`config.mk`:
```
export PLATFORM = sky130hd
export DESIGN_NAME = cdc_arbiter
export DESIGN_NICKNAME = d
export VERILOG_FILES = /design/src/rtl/cdc_arbiter_pkg.sv /design/src/rtl/cdc_arbiter_rr.sv /design/src/rtl/cdc_arbiter.sv
export SDC_FILE = /design/constraint.sdc
export NUM_CORES = 1
export LEC_CHECK = 0
export ABC_CLOCK_PERIOD_IN_PS = 4600
export BUFFER_PORTS_ARGS = -buffer_cell sky130_fd_sc_hd__buf_2
export CAP_MARGIN = 10
export CORE_UTILIZATION = 25
export DETAILED_ROUTE_END_ITERATION = 16
export SLEW_MARGIN = 20
export SYNTH_ARGS = -nofsm -noshare
export SYNTH_HDL_FRONTEND = slang
export SYNTH_SLANG_ARGS = --single-unit
```
`constraint.sdc`:
```
create_clock -name clk -period 4.6 [get_ports clk]
set_input_delay 0.69 -clock clk [delete_from_list [all_inputs] [get_ports clk]]
set_output_delay 0.69 -clock clk [all_outputs]
set_load 0.01 [all_outputs]
```
`src/rtl/cdc_arbiter_pkg.sv`:
```
// cdc_arbiter_pkg: shared definitions for the CDC arbiter.
//   state_e : FSM state encodings (IDLE/HOLD/GAP)
//   CNT_W   : hold counter width, wide enough for HOLD_CYCLES-1 up to 254
package cdc_arbiter_pkg;

  typedef enum logic [1:0] {
    ST_IDLE = 2'd0,
    ST_HOLD = 2'd1,
    ST_GAP  = 2'd2
  } state_e;

  localparam int CNT_W = 8;

endpackage

```
`src/rtl/cdc_arbiter_rr.sv`:
```
// rr_arbiter: combinational round-robin picker.
//   req         : per-requester request levels
//   last_grant  : index of the most recent winner
//   grant_valid : some request is pending
//   grant_idx   : first requester at or after last_grant+1 (mod NUM_REQ)
module rr_arbiter #(
  parameter int NUM_REQ = 4,
  parameter int IDX_W   = $clog2(NUM_REQ)
) (
  input  logic [NUM_REQ-1:0] req,
  input  logic [IDX_W-1:0]   last_grant,
  output logic               grant_valid,
  output logic [IDX_W-1:0]   grant_idx
);

  localparam int SW = IDX_W + 2;

  logic [2*NUM_REQ-1:0] w_sh;
  logic [NUM_REQ-1:0]   w_rot;
  logic [SW-1:0]        w_off;
  logic [SW-1:0]        w_sum;

  // Rotate so bit 0 is requester last_grant+1; a shift of NUM_REQ is identity.
  assign w_sh  = {req, req} >> ({1'b0, last_grant} + 1'b1);
  assign w_rot = w_sh[NUM_REQ-1:0];

  always_comb begin
    grant_valid = 1'b0;
    w_off       = '0;
    // Descending scan so the lowest set offset wins.
    for (int j = NUM_REQ - 1; j >= 0; j--) begin
      if (w_rot[j]) begin
        grant_valid = 1'b1;
        w_off       = SW'(j);
      end
    end
    w_sum = SW'(last_grant) + SW'(1) + w_off;
    if (w_sum >= SW'(NUM_REQ)) w_sum = w_sum - SW'(NUM_REQ);
    grant_idx = w_sum[IDX_W-1:0];
  end

endmodule

```
`src/rtl/cdc_arbiter.sv`:
```
// cdc_arbiter: round-robin arbiter feeding a hold-stable CDC data crosser.
// A granted word is held on cdc_data with cdc_valid high for HOLD_CYCLES
// cycles, then the owner gets a one-cycle ack during a one-cycle gap.
//   clk, rst     : clock, synchronous active-low reset
//   en           : permits new grants (in-flight transfers always finish)
//   req, data_in : per-requester level requests and packed words
//   ack          : one-cycle completion pulse to the owner
//   cdc_data/cdc_valid/cdc_tag : registered word, valid, owner index
//   busy         : transfer in progress (HOLD or GAP)
module cdc_arbiter
  import cdc_arbiter_pkg::*;
#(
  parameter int DATA_WIDTH  = 32,
  parameter int NUM_REQ     = 4,
  parameter int HOLD_CYCLES = 4,
  parameter int IDX_W       = $clog2(NUM_REQ)
) (
  input  logic                          clk,
  input  logic                          rst,
  input  logic                          en,
  input  logic [NUM_REQ-1:0]            req,
  input  logic [NUM_REQ*DATA_WIDTH-1:0] data_in,
  output logic [NUM_REQ-1:0]            ack,
  output logic [DATA_WIDTH-1:0]         cdc_data,
  output logic                          cdc_valid,
  output logic [IDX_W-1:0]              cdc_tag,
  output logic                          busy
);

  state_e                r_state;
  logic [CNT_W-1:0]      r_cnt;
  logic [IDX_W-1:0]      r_last;
  logic [NUM_REQ-1:0]    r_ack;
  logic [DATA_WIDTH-1:0] r_data;
  logic                  r_valid;
  logic [IDX_W-1:0]      r_tag;
  logic                  r_busy;

  logic                  w_gv;
  logic [IDX_W-1:0]      w_gidx;
  logic [DATA_WIDTH-1:0] w_word;

  rr_arbiter #(.NUM_REQ(NUM_REQ), .IDX_W(IDX_W)) u_rr (
    .req         (req),
    .last_grant  (r_last),
    .grant_valid (w_gv),
    .grant_idx   (w_gidx)
  );

  // Winner's word, selected by mux to keep the slice index simple.
  always_comb begin
    w_word = '0;
    for (int i = 0; i < NUM_REQ; i++) begin
      if (w_gidx == IDX_W'(i)) w_word = data_in[i*DATA_WIDTH +: DATA_WIDTH];
    end
  end

  always_ff @(posedge clk) begin
    if (!rst) begin
      r_state <= ST_IDLE;
      r_cnt   <= '0;
      r_last  <= IDX_W'(NUM_REQ - 1);  // requester 0 wins first
      r_ack   <= '0;
      r_data  <= '0;
      r_valid <= 1'b0;
      r_tag   <= '0;
      r_busy  <= 1'b0;
    end else begin
      case (r_state)
        ST_IDLE: begin
          r_ack <= '0;
          if (en && w_gv) begin
            r_data  <= w_word;
            r_tag   <= w_gidx;
            r_last  <= w_gidx;
            r_valid <= 1'b1;
            r_cnt   <= CNT_W'(HOLD_CYCLES - 1);
            r_busy  <= 1'b1;
            r_state <= ST_HOLD;
          end
        end
        ST_HOLD: begin
          if (r_cnt == '0) begin
            r_valid <= 1'b0;
            r_ack   <= NUM_REQ'(1) << r_tag;
            r_state <= ST_GAP;
          end else begin
            r_cnt <= r_cnt - 1'b1;
          end
        end
        ST_GAP: begin
          r_ack   <= '0;
          r_busy  <= 1'b0;
          r_state <= ST_IDLE;
        end
        default: begin
          r_ack   <= '0;
          r_valid <= 1'b0;
          r_busy  <= 1'b0;
          r_state <= ST_IDLE;
        end
      endcase
    end
  end

  assign ack       = r_ack;
  assign cdc_data  = r_data;
  assign cdc_valid = r_valid;
  assign cdc_tag   = r_tag;
  assign busy      = r_busy;

endmodule

```
==> results of run 1 <==
==> layout make-up <==
class | instances | area, µm² | share of cell area (%)
clock buffers | 6 | 139 | 3.19
clock inverters | 2 | 10.0 | 0.230
inverters | 37 | 139 | 3.19
multi-input cells | 253 | 1880 | 43.3
flip-flops and latches | 52 | 1040 | 23.9
well taps | 172 | 215 | 4.95
repair buffers | 179 | 921 | 21.2
==> how the worst max path moves through the flow <==
stage                          from      endpoint  slack (ns)  depth (start not counted)
final                        req[1]  cdc_data[22]        1.38                         12
after global routing      r_last[0]  cdc_data[30]        1.15                         11
after CTS                    req[1]  cdc_data[22]        1.39                         12
after detailed placement     req[1]  cdc_data[22]        1.08                         12
after global placement       req[1]  cdc_data[21]        1.12                         12
after floorplan              req[1]  cdc_data[10]        1.88                         10
==> cells in the mapped netlist (all sizes together), types with 2 or more instances <==
cell,instances,area [µm²]
a21oi,6,33.8
a221oi,33,339
a31oi,2,12.5
a32o,32,320
buf,20,163
clkbuf,15,56.3
dfxtp,52,1040
ha,3,37.5
inv,37,139
nand2,13,51.3
nand2b,2,12.5
nand3,5,25.0
nand3b,65,488
nor2,50,188
nor2b,4,25.0
nor3,3,15.0
nor3b,3,33.8
nor4,2,12.5
nor4b,2,23.8
o21ai,7,35.0
xnor2,3,26.3
xor2,5,43.8
==> state kept, by name, summed over array words and instances, names as in the netlist <==
name / flops
cdc_data: 32
r_cnt: 8
cdc_valid: 1
r_last: 2
ack: 4
busy: 1
cdc_tag: 2
r_state: 2
==> cells by family (layout without fill, tap and decap cells) <==
kind of cell | after synthesis | in the layout | share of synthesized area (%)
flops | 52 | 52 | 32.0
xor+xnor | 8 | 8 | 2.15
buf+inv | 72 | 224 | 11.0
compound gates | 88 | 88 | 25.7
simple gates | 154 | 154 | 28.0
fa+ha+maj | 3 | 3 | 1.15
==> critical path: cells and delay by family <==
kind / cells / cell delay (ns)
AO/OA/AOI/OAI: 6 / 1.40
XOR/XNOR: 1 / 0.08
AND/OR/NAND/NOR: 2 / 0.58
adder cells (fa/ha/maj): 1 / 0.20
buffers and inverters: 2 / 0.43
==> through the flow <==
step | utilization (%) | cells | total power [µW] | hold slack (ns) | instance area (µm²)
global placement | 33.1 | 693 | 1720 | 0.445 | 4200
global route | 34.3 | 701 | 2270 | 0.480 | 4350
floorplan | - | 377 | 1470 | 0.460 | 3250
detailed placement | 33.1 | 693 | 1750 | 0.448 | 4200
CTS | 34.3 | 701 | 2150 | 0.459 | 4350
finish | 34.3 | 701 | 2110 | 0.460 | 4350
==> power groups by stage <==
stage                     Sequential, µW  Combinational, µW  Clock (µW)
after global placement               638               1080           0
after CTS                            632               1110         408
after global routing                 644               1210         421
after floorplan                      665                801           0
after detailed placement             642               1100           0
final                                632               1080         390
==> metal layers <==
layer,vias up,GRT usage [%]
li1,1687,-
met2,134,25.9
met1,1652,16.6
met4,0,5.47
met5,-,0
met3,10,3.24
==> summary.md, run 1 <==
| Metric | Value |
|---|---|
| Outcome | finished clean |
| Number of diodes | 0 |
| Number of buffers added to fix hold violations after cts | 0 |
| Hold_sp | cdc_valid |
| Max_cap viols | 0 |
| Cts repair resizes | 0 |
| Insertion delay of the later-clocked pin in the worst-skew pair | 0.30 ns |
| Power Internal | 1180 µW |
| Worst Setup Start Kind | input port |
| Worst-case vdd ir drop | 0.000191 V |
| DIE AREA | 13,500 µm² |
| DRC violation total after the first TritonRoute iteration | 157 |
| Post-route fraction of the period consumed by the critical path | 69.9% |
| Distinct cell type count of the synthesized netlist | 44 |
| Number of H-tree levels | 2 |
| First-pass DRT Iterations | 4 |
| Library cell used as clock root buffer | clkbuf_16 |
| Post-CTS repair timing setup buffer count | 0 |
| Clock-pin slew on the worst setup and hold paths | 0.07 ns |
| WL met2 | 4950 µm |
| DRC | 0 |
| Worst Max-Slew Pin Slew | 0.891 ns |
| Placer congestion estimate | 0.680 |
| Worst slack at placement | 1.08 ns |
| Register bit total from synthesis | 52 |
| Combinational cell fraction of total power | 51.5% |
| CP max FO | 40 |
| Dominant register cell in the synthesized netlist | dfxtp_1 |
| GRT Resource Usage Total | 14.4% |
| EDFF count, synth | 0 |
| Number of antenna violations at the first check in global routing | 0 |
| Synthesis-to-layout area growth | 33.7% |
| Nets | 666 |
| Number of filler instances in the final layout | 1,358 |
| Average via count per standard cell | 4.97 |
| Worst endpoint required time | 4.79 ns |
| Slew headroom | 40.4% |
| Chip Width | 116 µm |
| Critical Path Sink Type | flop |
| Crit path DAT | 3.41 ns |
| Power per standard cell area | 484 nW/µm² |
| Starting utilization of the core area | 25.7% |
| Setup ws final | 1.38 ns |
| Maximum clock rate | 311 MHz |
| Switching share of power | 43.8% |
| Summed negative setup slack over all endpoints | 0 ns |
| Net count of the mapped netlist | 515 |
| Via count of the first global-routing pass | 3,196 |
| Number of hold violations in the final report | 0 |
| Highest metal layer with signal wires | met4 |
| Overflow left after global routing | 0 |
| Critical path class | in -> reg |
| Cell area after synthesis | 3250 µm² |
| Count of buffers from port buffering | 174 |
| Logic depth of the worst register-to-register path | 11 |
| Number of warnings printed during yosys synthesis | 0 |
| Maximum clock insertion buffer count | 2 |
| Max-slew violation count | 0 |
| WHS Path Cells | 2 |
| Layout Skew | 0.00684 ns |
| Maximum cell stage delay along the critical path | 0.53 ns |
| Maximum number of pins on one net before global-route repair | 65 |
| Commonest cells after routing, fill and taps aside | buf_2, nand3b_1, dfxtp_1 |
| Leakage Power | 0.00200 µW |
| Mapped Cells | 377 |
| Wire length per cell | 14.5 µm |
| Number of clock sinks seen by CTS | 52 |
| Post-synthesis sequential area ratio | 32.0% |
| Total number of vias | 3,483 |
| Share of post-route cells with drive strength above 1 | 38.9% |
| Critical register-to-register path endpoint | cdc_data[22] |
| Die height | 116 µm |
| Post-synthesis async set-or-reset flop share | 0% |
| M1 WL | 4390 µm |
| Total setup violations reported at the end of the flow | 0 |
| Startpoint of the most critical register-to-register path | r_last[0] |
| Sum of net half-perimeters after detailed placement | 7280 µm |
| Worst Hold Class | reg -> reg |
| Wire length of the first global-routing pass | 15,100 µm |
| ANT nets after route | 0 |
| Most common cell after layout, fill and taps aside | buf_2 |
| Reported net switching power | 922 µW |
| Standard-cell row count | 41 |
| Cell with the largest stage delay on the worst path | nand2b_2 |
| Routed wire length | 10,200 µm |
| Final critical path time including I/O delays and setup | 3.22 ns |
| Routed wl met3 | 722 µm |
| Setup repair after global routing missed its margin | no |
| Number of top-level design ports | 175 |
| Cell repeated most along the worst path | a221oi_1 |
| Flop2flop setup slack | 1.40 ns |
| Critical path, cell by cell | buf_2 > nor2_1 > a221oi_1 > a31oi_1 > a211oi_1 > ha_4 > xnor2_1 > a21oi_2 > nand2b_2 > buf_12 > a221oi_1 > a32o_1 |
| Clock tree from TritonCTS | built |
| Proportion of power drawn by the clock network | 18.5% |
| Part of the total power dissipated in sequential elements | 30.0% |
| Endpoint of the worst hold-timing path | cdc_valid |
| Synthesized area per cell | 8.63 µm² |
| Num CTS Buffers | 5 |
| Core Region | 12,700 µm² |
Note: power is estimated with default switching activity, not from simulation.
==> inputs of run 2 (changes only) <==
--- a/config.mk
+++ b/config.mk
@@ -5,7 +5,8 @@
 export SDC_FILE = /design/constraint.sdc
 export NUM_CORES = 1
 export LEC_CHECK = 0
-export ABC_CLOCK_PERIOD_IN_PS = 4600
+export ABC_AREA = 1
+export ABC_CLOCK_PERIOD_IN_PS = 3100
 export BUFFER_PORTS_ARGS = -buffer_cell sky130_fd_sc_hd__buf_2
 export CAP_MARGIN = 10
 export CORE_UTILIZATION = 25
==> constraint.sdc (replaced) <==
create_clock -name clk -period 3.1 [get_ports clk]
set_input_delay 0.465 -clock clk [delete_from_list [all_inputs] [get_ports clk]]
set_output_delay 0.465 -clock clk [all_outputs]
set_load 0.01 [all_outputs]
==> run 2 against run 1 <==
Against the previous run: register-to-register slack got worse by 1.0 ns; cell count increased by 22%; worst setup slack got worse by 1.0 ns.
==> summary.md, run 2 <==
| Metric | Value |
|---|---|
| Count of buffers from port buffering | 174 (unchanged) |
| WL met2 | 5130 µm (+3.6%) |
| Core Region | 12,700 µm² (unchanged) |
| Final instance count without filler cells | 857 (+22%) |
| Post-CTS repair timing setup buffer count | 0 (unchanged) |
| Stages on the worst setup path | 18 (+6) |
| Logic depth of the worst register-to-register path | 18 (+7) |
| Largest area contributor in the synthesized netlist | dfxtp_1 |
| Post-synthesis sequential area ratio | 32.0% (about the same) |
| Leading cell type by number of instances after synthesis | nand2_1 |
| EDFF count, synth | 0 (unchanged) |
| ANT nets after route | 0 (unchanged) |
| Routed wl met3 | 896 µm (+24%) |
| Clock tree from TritonCTS | built |
| Maximum clock rate | 367 MHz |
| Synth cell count leaders | nand2_1, nand3_1, inv_1 |
| Standard-cell row count | 41 (unchanged) |
| Net count of the mapped netlist | 657 (+28%) |
| Starting utilization of the core area | 25.7% (about the same) |
| Number of flip-flops in the largest register | 32 (unchanged) |
| Adder-cell area share of the yosys netlist | 1.15% (about the same) |
| Cell area after synthesis | 3250 µm² (about the same) |
| Number of warnings printed during yosys synthesis | 0 (unchanged) |
| Power per standard cell area | 970 nW/µm² (+100%) |
| Wire length per cell | 12.8 µm (-12%) |
| Total setup violations reported at the end of the flow | 0 (unchanged) |
| Insertion delay of the later-clocked pin in the worst-skew pair | 0.30 ns (about the same) |
| Worst slack at placement | 0.348 ns (-0.730 ns) |
| Worst Hold Class | in -> reg |
| Crit path DAT | 2.98 ns (-0.43 ns) |
| Number of antenna violations at the first check in global routing | 1 (+1) |
| CP max FO | 19 (-53%) |
| Proportion of netlist area held by the largest area contributor | 32.0% (about the same) |
| Number of top-level design ports | 175 (unchanged) |
| Critical path class | reg -> reg |
| Clock-pin slew on the worst setup and hold paths | 0.08 ns (about the same) |
| Critical Path Sink Type | flop |
| Inst Count DP | 848 (+22%) |
| Setup ws final | 0.376 ns (-1.01 ns) |
| Largest family of logic cells by synthesized area | simple AND/OR/NAND/NOR gates |
| DRC violation total after the first TritonRoute iteration | 114 (-27%) |
| Maximum clock insertion buffer count | 2 (unchanged) |
| Max_cap viols | 0 (unchanged) |
| Worst Setup Start Kind | flop |
| Most common cell after layout, fill and taps aside | buf_2 |
| Number of clock sinks seen by CTS | 52 (unchanged) |
| DIE AREA | 13,500 µm² (about the same) |
| Core utilization of the finished layout | 34.6% (+0.33 points) |
| Leading post-synthesis cells by cell area | dfxtp_1, nand2_1, nand3_1 |
| Number of buffer and inverter stages on the critical path | 4 (+2) |
| Worst Max-Slew Pin Slew | 0.465 ns (-0.427 ns) |
| Final critical path time including I/O delays and setup | 2.72 ns |
| Average via count per standard cell | 4.51 (-9.3%) |
| Post-synthesis mux area share | 0% (unchanged) |
| Commonest cells after routing, fill and taps aside | buf_2, nand2_1, nand3_1 |
| Die height | 116 µm (about the same) |
| Highest metal layer with signal wires | met4 |
| First-pass DRT Iterations | 4 (unchanged) |
| Mapped Cells | 519 (+38%) |
| Wire length of the first global-routing pass | 17,400 µm (+16%) |
| Share of synthesized cell area in and, or, nand and nor gates | 40.0% (+12 points) |
| Family with the most delay on the worst path | simple AND/OR/NAND/NOR gates |
| Max-slew violation count | 0 (unchanged) |
| GRT Resource Usage Total | 16.8% (+2.3 points) |
| Nets | 821 (+23%) |
| Post-route fraction of the period consumed by the critical path | 87.9% |
| Layout Skew | 0.00654 ns (-0.000302 ns) |
| Outcome | finished clean |
| WHS Path Cells | 3 (+1) |
| Maximum number of pins on one net before global-route repair | 38 (-42%) |
| Register bit total from synthesis | 52 (unchanged) |
| Library cell used as clock root buffer | clkbuf_16 |
| M1 WL | 4760 µm (+8.5%) |
| Dominant register cell in the synthesized netlist | dfxtp_1 |
| Number of buffers added to fix hold violations after cts | 0 (unchanged) |
| Num CTS Buffers | 5 (unchanged) |
| Maximum cell stage delay along the critical path | 0.45 ns (-0.08 ns) |
| Number of H-tree levels | 2 (unchanged) |
| Distinct cell type count of the synthesized netlist | 35 (-20%) |
| Chip Width | 116 µm (about the same) |
| DRC | 0 (unchanged) |
| Total number of vias | 3,861 (+11%) |
| Via count of the first global-routing pass | 3,601 (+13%) |
| Cts repair resizes | 0 (unchanged) |
| Number of hold violations in the final report | 0 (unchanged) |
| Cell with the largest stage delay on the worst path | dfxtp_1 |
| Compound-cell area share of the yosys netlist | 12.9% (-13 points) |
| Overall power consumption | 4260 µW (+100%) |
| Synthesis-to-layout area growth | 34.9% |
| Overflow left after global routing | 0 (unchanged) |
| Setup repair after global routing missed its margin | no |
| Share of post-route cells with drive strength above 1 | 30.3% (-8.7 points) |
| Slew headroom | 68.7% (+28 points) |
| Post-synthesis async set-or-reset flop share | 0% (unchanged) |
| Post-synthesis xor/xnor area fraction | 1.08% (-1.1 points) |
| Leakage Power | 0.00248 µW (+24%) |
| Sum of net half-perimeters after detailed placement | 8380 µm (+15%) |
| Synthesized area per cell | 6.27 µm² (-27%) |
| Worst-case vdd ir drop | 0.000402 V (+110%) |
| Cell repeated most along the worst path | nand2_1 |
| Worst endpoint required time | 3.35 ns (-1.44 ns) |
| Placer congestion estimate | 0.823 (+21%) |
| Routed wire length | 10,900 µm (+7.4%) |
| Critical path, cell by cell | inv_2 > nand2_1 > nand3_1 > nand2_1 > nand3_1 > nand2_1 > nand2_1 > ha_1 > xor2_1 > inv_1 > nand3_4 > nand2_4 > inv_2 > buf_4 > o21ai_0 > nand3_1 > nand2_1 > nand2_1 |
| Summed negative setup slack over all endpoints | 0 ns (unchanged) |
run 2: cell count changes in the layout (fill, tap and decap cells not counted), sizes merged, moves of 3 or more:
| cell | delta |
|---|---|
| a221oi | -33 |
| a32o | -32 |
| buf | +6 |
| inv | +23 |
| nand2 | +158 |
| nand3 | +80 |
| nand3b | -63 |
| nand4 | +9 |
| nor2 | -31 |
| nor2b | -4 |
| nor3b | -3 |
| o21ai | +57 |
| o31ai | +4 |
run 2: worst register-to-register path, cell delays in order, from the launching register on:
cell	delay (ns)
dfxtp_1	0.45
inv_2	0.10
nand2_1	0.09
nand3_1	0.07
nand2_1	0.13
nand3_1	0.08
nand2_1	0.06
nand2_1	0.05
ha_1	0.18
xor2_1	0.32
inv_1	0.13
nand3_4	0.17
nand2_4	0.06
inv_2	0.20
buf_4	0.27
o21ai_0	0.13
nand3_1	0.10
nand2_1	0.05
nand2_1	0.05
run 2: routing by layer:
| metal | global-route usage (%) | vias up |
|---|---|---|
| li1 | - | 2016 |
| met1 | 20.4 | 1702 |
| met2 | 28.2 | 133 |
| met3 | 5.55 | 10 |
| met4 | 4.62 | 0 |
| met5 | 0 | - |
run 2: area by class of cell:
| class | instances | area [µm²] |
|---|---|---|
| fill | 1434 | 8280 |
| multi-input combinational | 377 | 1790 |
| sequential | 52 | 1040 |
| timing repair buffer | 185 | 953 |
| inverter | 62 | 234 |
| tap | 172 | 215 |
| clock buffer | 5 | 125 |
| clock inverter | 3 | 25.0 |
| antenna | 1 | 2.50 |
run 2: power breakdown:
part           internal (µW)  switching, µW  total (µW)
sequential               900            140        1040
combinational            923           1710        2630
clock                    306            280         586
total                   2130           2130        4260
run 2: path summary, 6_finish.rpt:
kind	from	end	slack [ns]
max	r_last[0]	cdc_data[5]	0.38
min	rst	cdc_tag[0]	0.44
max reg2reg	r_last[0]	cdc_data[5]	0.38
min reg2reg	cdc_data[14]	cdc_data[14]	0.45
run 2: metrics by stage:
stage,area [µm²],hold slack (ns)
floorplan,3250,0.431
global placement,4240,0.434
detailed placement,4240,0.438
CTS,4390,0.426
global route,4390,0.450
finish,4390,0.442
run 2: logic make-up (layout without fill, tap and decap cells):
| group | Yosys count | in the layout |
|---|---|---|
| adders and majority gates | 3 | 3 |
| buffers and inverters | 90 | 255 |
| xor gates and xnor gates | 4 | 4 |
| AOI/OAI and AO/OA | 80 | 80 |
| and+or+nand+nor | 290 | 290 |
| other | 0 | 1 |
| DFF | 52 | 52 |
==> inputs of run 3 (changes only) <==
--- a/config.mk
+++ b/config.mk
@@ -6,7 +6,7 @@
 export NUM_CORES = 1
 export LEC_CHECK = 0
 export ABC_AREA = 1
-export ABC_CLOCK_PERIOD_IN_PS = 3100
+export ABC_CLOCK_PERIOD_IN_PS = 2250
 export BUFFER_PORTS_ARGS = -buffer_cell sky130_fd_sc_hd__buf_2
 export CAP_MARGIN = 10
 export CORE_UTILIZATION = 25
==> constraint.sdc (replaced) <==
create_clock -name clk -period 2.25 [get_ports clk]
set_input_delay 0.1125 -clock clk [delete_from_list [all_inputs] [get_ports clk]]
set_output_delay 0.1125 -clock clk [all_outputs]
set_load 0.01 [all_outputs]
==> run 3 against run 2 <==
Against the previous run: the flow now finishes with violations (setup timing); first-iteration DRC count grew 46%; hold slack lost 0.36 ns; sequential power grew 38%; maximum frequency grew 20%; clock skew grew 0.0036 ns; cell count grew 2.1%; non-clock buffer count grew 19; cell area grew 13%; worst setup slack lost 0.39 ns; sequential share of layout area shrank 2.6 points; via count grew 1.5%; critical endpoint is now cdc_data[2]; largest power group unchanged.
==> summary.md, run 3 (synthesized netlist as in run 2, its figures left out) <==
| Metric | Value |
|---|---|
| Outcome | finished with violations |
| Failing checks | setup timing |
| Maximum clock rate | 441 MHz (+20%) |
| Insertion delay of the later-clocked pin in the worst-skew pair | 0.30 ns (about the same) |
| Routed wl met3 | 813 µm (-9.3%) |
| Wire length per cell | 13.7 µm (+7.3%) |
| Overflow left after global routing | 0 (unchanged) |
| Via count of the first global-routing pass | 3,555 (-1.3%) |
| Synthesis-to-layout area growth | 52.3% |
| CP max FO | 6 (-13) |
| Worst Setup Start Kind | flop |
| Count of buffers from port buffering | 174 (unchanged) |
| Summed negative setup slack over all endpoints | -0.0319 ns (-0.0319 ns) |
| Dpl cell area | 4400 µm² (+3.7%) |
| Layout Skew | 0.0102 ns (+0.00362 ns) |
| Clock tree from TritonCTS | built |
| Maximum number of pins on one net before global-route repair | 36 (-5.3%) |
| Starting utilization of the core area | 25.7% (unchanged) |
| Highest metal layer with signal wires | met4 |
| Startpoint of the most critical setup path | r_last[0] |
| Max_cap viols | 0 (unchanged) |
| Routed wire length | 12,000 µm (+9.5%) |
| DRC | 0 (unchanged) |
| Number of top-level design ports | 175 (unchanged) |
| Power per standard cell area | 1460 nW/µm² (+51%) |
| Setup ws final | -0.0171 ns (-0.393 ns) |
| Total setup violations reported at the end of the flow | 3 (+3) |
| Worst-case vdd ir drop | 0.000898 V (+120%) |
| Max-slew violation count | 0 (unchanged) |
| Number of hold violations in the final report | 0 (unchanged) |
| Sum of net half-perimeters after detailed placement | 8700 µm (+3.9%) |
| Number of flip-flops in the largest register | 32 (unchanged) |
| ANT nets after route | 0 (unchanged) |
| Destination of the critical timing path | cdc_data[2] |
| Share of post-route cells with drive strength above 1 | 40.3% (+10 points) |
| Average via count per standard cell | 4.48 (-0.61%) |
| M1 WL | 5290 µm (+11%) |
| Slew headroom | 67.1% (-1.6 points) |
| First-pass DRT Iterations | 4 (unchanged) |
| Worst endpoint required time | 2.50 ns (-0.85 ns) |
| Worst Max-Slew Pin Slew | 0.489 ns (+0.0243 ns) |
| Stages on the worst setup path | 18 (unchanged) |
| GRT Resource Usage Total | 16.8% (+0.090 points) |
| Nets | 840 (+2.3%) |
| Critical path class | reg -> reg |
| Number of diodes | 0 (-1) |
| Maximum cell stage delay along the critical path | 0.37 ns (-0.08 ns) |
| Critical Path Sink Type | flop |
| Setup repair after global routing missed its margin | yes |
| Core Region | 12,700 µm² (unchanged) |
| Flop2flop setup slack | -0.02 ns (-0.39 ns) |
| Placer congestion estimate | 0.804 (-2.3%) |
| Leakage Power | 0.00275 µW (+11%) |
| Cell with the largest stage delay on the worst path | dfxtp_4 |
| Number of filler instances in the final layout | 1,413 (-1.5%) |
| Number of clock sinks seen by CTS | 52 (unchanged) |
| Number of buffer and inverter stages on the critical path | 4 (unchanged) |
| Die height | 116 µm (unchanged) |
| Critical register-to-register path endpoint | cdc_data[2] |
| Number of buffers added to fix hold violations after cts | 0 (unchanged) |
| Critical path, cell by cell | inv_4 > nand2_1 > nand3_1 > nand3_2 > nand2_1 > nand2_2 > ha_4 > xor2_2 > buf_4 > nand2_4 > nand2_4 > inv_4 > nor2_4 > clkbuf_16 > nand2_2 > nand3_2 > nand2_2 > nand2_1 |
| Commonest cells after routing, fill and taps aside | buf_2, nand2_1, nand3_1 |
| Most common cell after layout, fill and taps aside | buf_2 |
| Num CTS Buffers | 5 (unchanged) |
| Logic depth of the worst register-to-register path | 18 (unchanged) |
| Standard-cell row count | 41 (unchanged) |
| Core utilization of the finished layout | 39.1% (+4.5 points) |
| Final critical path time including I/O delays and setup | 2.27 ns (-0.457 ns) |
| DIE AREA | 13,500 µm² (unchanged) |
| Number of antenna violations at the first check in global routing | 0 (-1) |
| Total number of vias | 3,918 (+1.5%) |
| Post-route fraction of the period consumed by the critical path | 101% (+13 points) |
| Number of H-tree levels | 2 (unchanged) |
| Clock-pin slew on the worst setup and hold paths | 0.08 ns (about the same) |
| WHS Path Cells | 3 (unchanged) |
| Chip Width | 116 µm (unchanged) |
| Library cell used as clock root buffer | clkbuf_16 |
| Family with the most delay on the worst path | simple AND/OR/NAND/NOR gates |
| Startpoint of the most critical register-to-register path | r_last[0] |
| Wire length of the first global-routing pass | 17,500 µm (+0.36%) |
| Final design instance area without fill | 4960 µm² (+13%) |
| DRC violation total after the first TritonRoute iteration | 166 (+46%) |
| Crit path DAT | 2.52 ns (-0.46 ns) |
| WL met2 | 5720 µm (+12%) |
| Worst Hold Class | in -> reg |
| Maximum clock insertion buffer count | 2 (unchanged) |
-- run 3: cell count changes in the layout (fill, tap and decap cells not counted), sizes merged --
cell      before  now
buf          185  199
clkbuf         5   10
clkinvlp       1    2
diode          1    0
inv           60   59
-- run 3: layout make-up --
type,count,area [µm²],share of cell area [%]
clock buffer,5,125,2.52
clock inverter,3,27.5,0.555
inverter,62,243,4.90
multi-input combinational,377,2020,40.8
sequential,52,1050,21.1
tap,172,215,4.34
timing repair buffer,204,1280,25.8
-- run 3: how the worst min path moves through the flow --
stage | startpoint | endpoint | slack, ns
global placement | rst | cdc_tag[0] | 0.38
global route | data_in[18] | cdc_data[18] | 0.10
floorplan | rst | cdc_tag[0] | 0.23
finish | rst | cdc_tag[0] | 0.08
CTS | rst | cdc_tag[0] | 0.07
detailed placement | rst | cdc_tag[0] | 0.39
-- run 3: metal layers --
metal | GRT usage [%] | up-vias
met5 | 0 | -
met4 | 4.36 | 0
met3 | 4.98 | 10
met2 | 27.8 | 140
met1 | 21.4 | 1722
li1 | - | 2046
-- run 3: what timing repair did --
item / CTS / global route
setup buffers: 0 / 2
endpoints found under the hold margin: 0 / 0
endpoints found under the setup margin: 6 / 33
cloned: 0 / 6
gates resized for setup: 1 / 69
pin swaps: 0 / 29
-- run 3: through the flow --
| step | power (µW) | cells | setup WS, ns | hold slack (ns) |
|---|---|---|---|---|
| after floorplan | 4160 | 519 | 0.0256 | 0.225 |
| after global placement | 5400 | 859 | 0.0469 | 0.383 |
| after detailed placement | 5400 | 859 | -0.0410 | 0.393 |
| after CTS | 6250 | 867 | 0.00201 | 0.0684 |
| after global routing | 7870 | 875 | -0.163 | 0.101 |
| final | 7250 | 875 | -0.0171 | 0.0772 |
-- run 3: report_power, final --
part / switching (µW) / internal (µW)
clock: 393 / 423
combinational: 2860 / 2120
sequential: 199 / 1240
-- run 3: worst min-delay path, cell delays in order --
cell and delay [ns]:
buf_2 0.13, nand2_1 0.06, o21ai_0 0.05
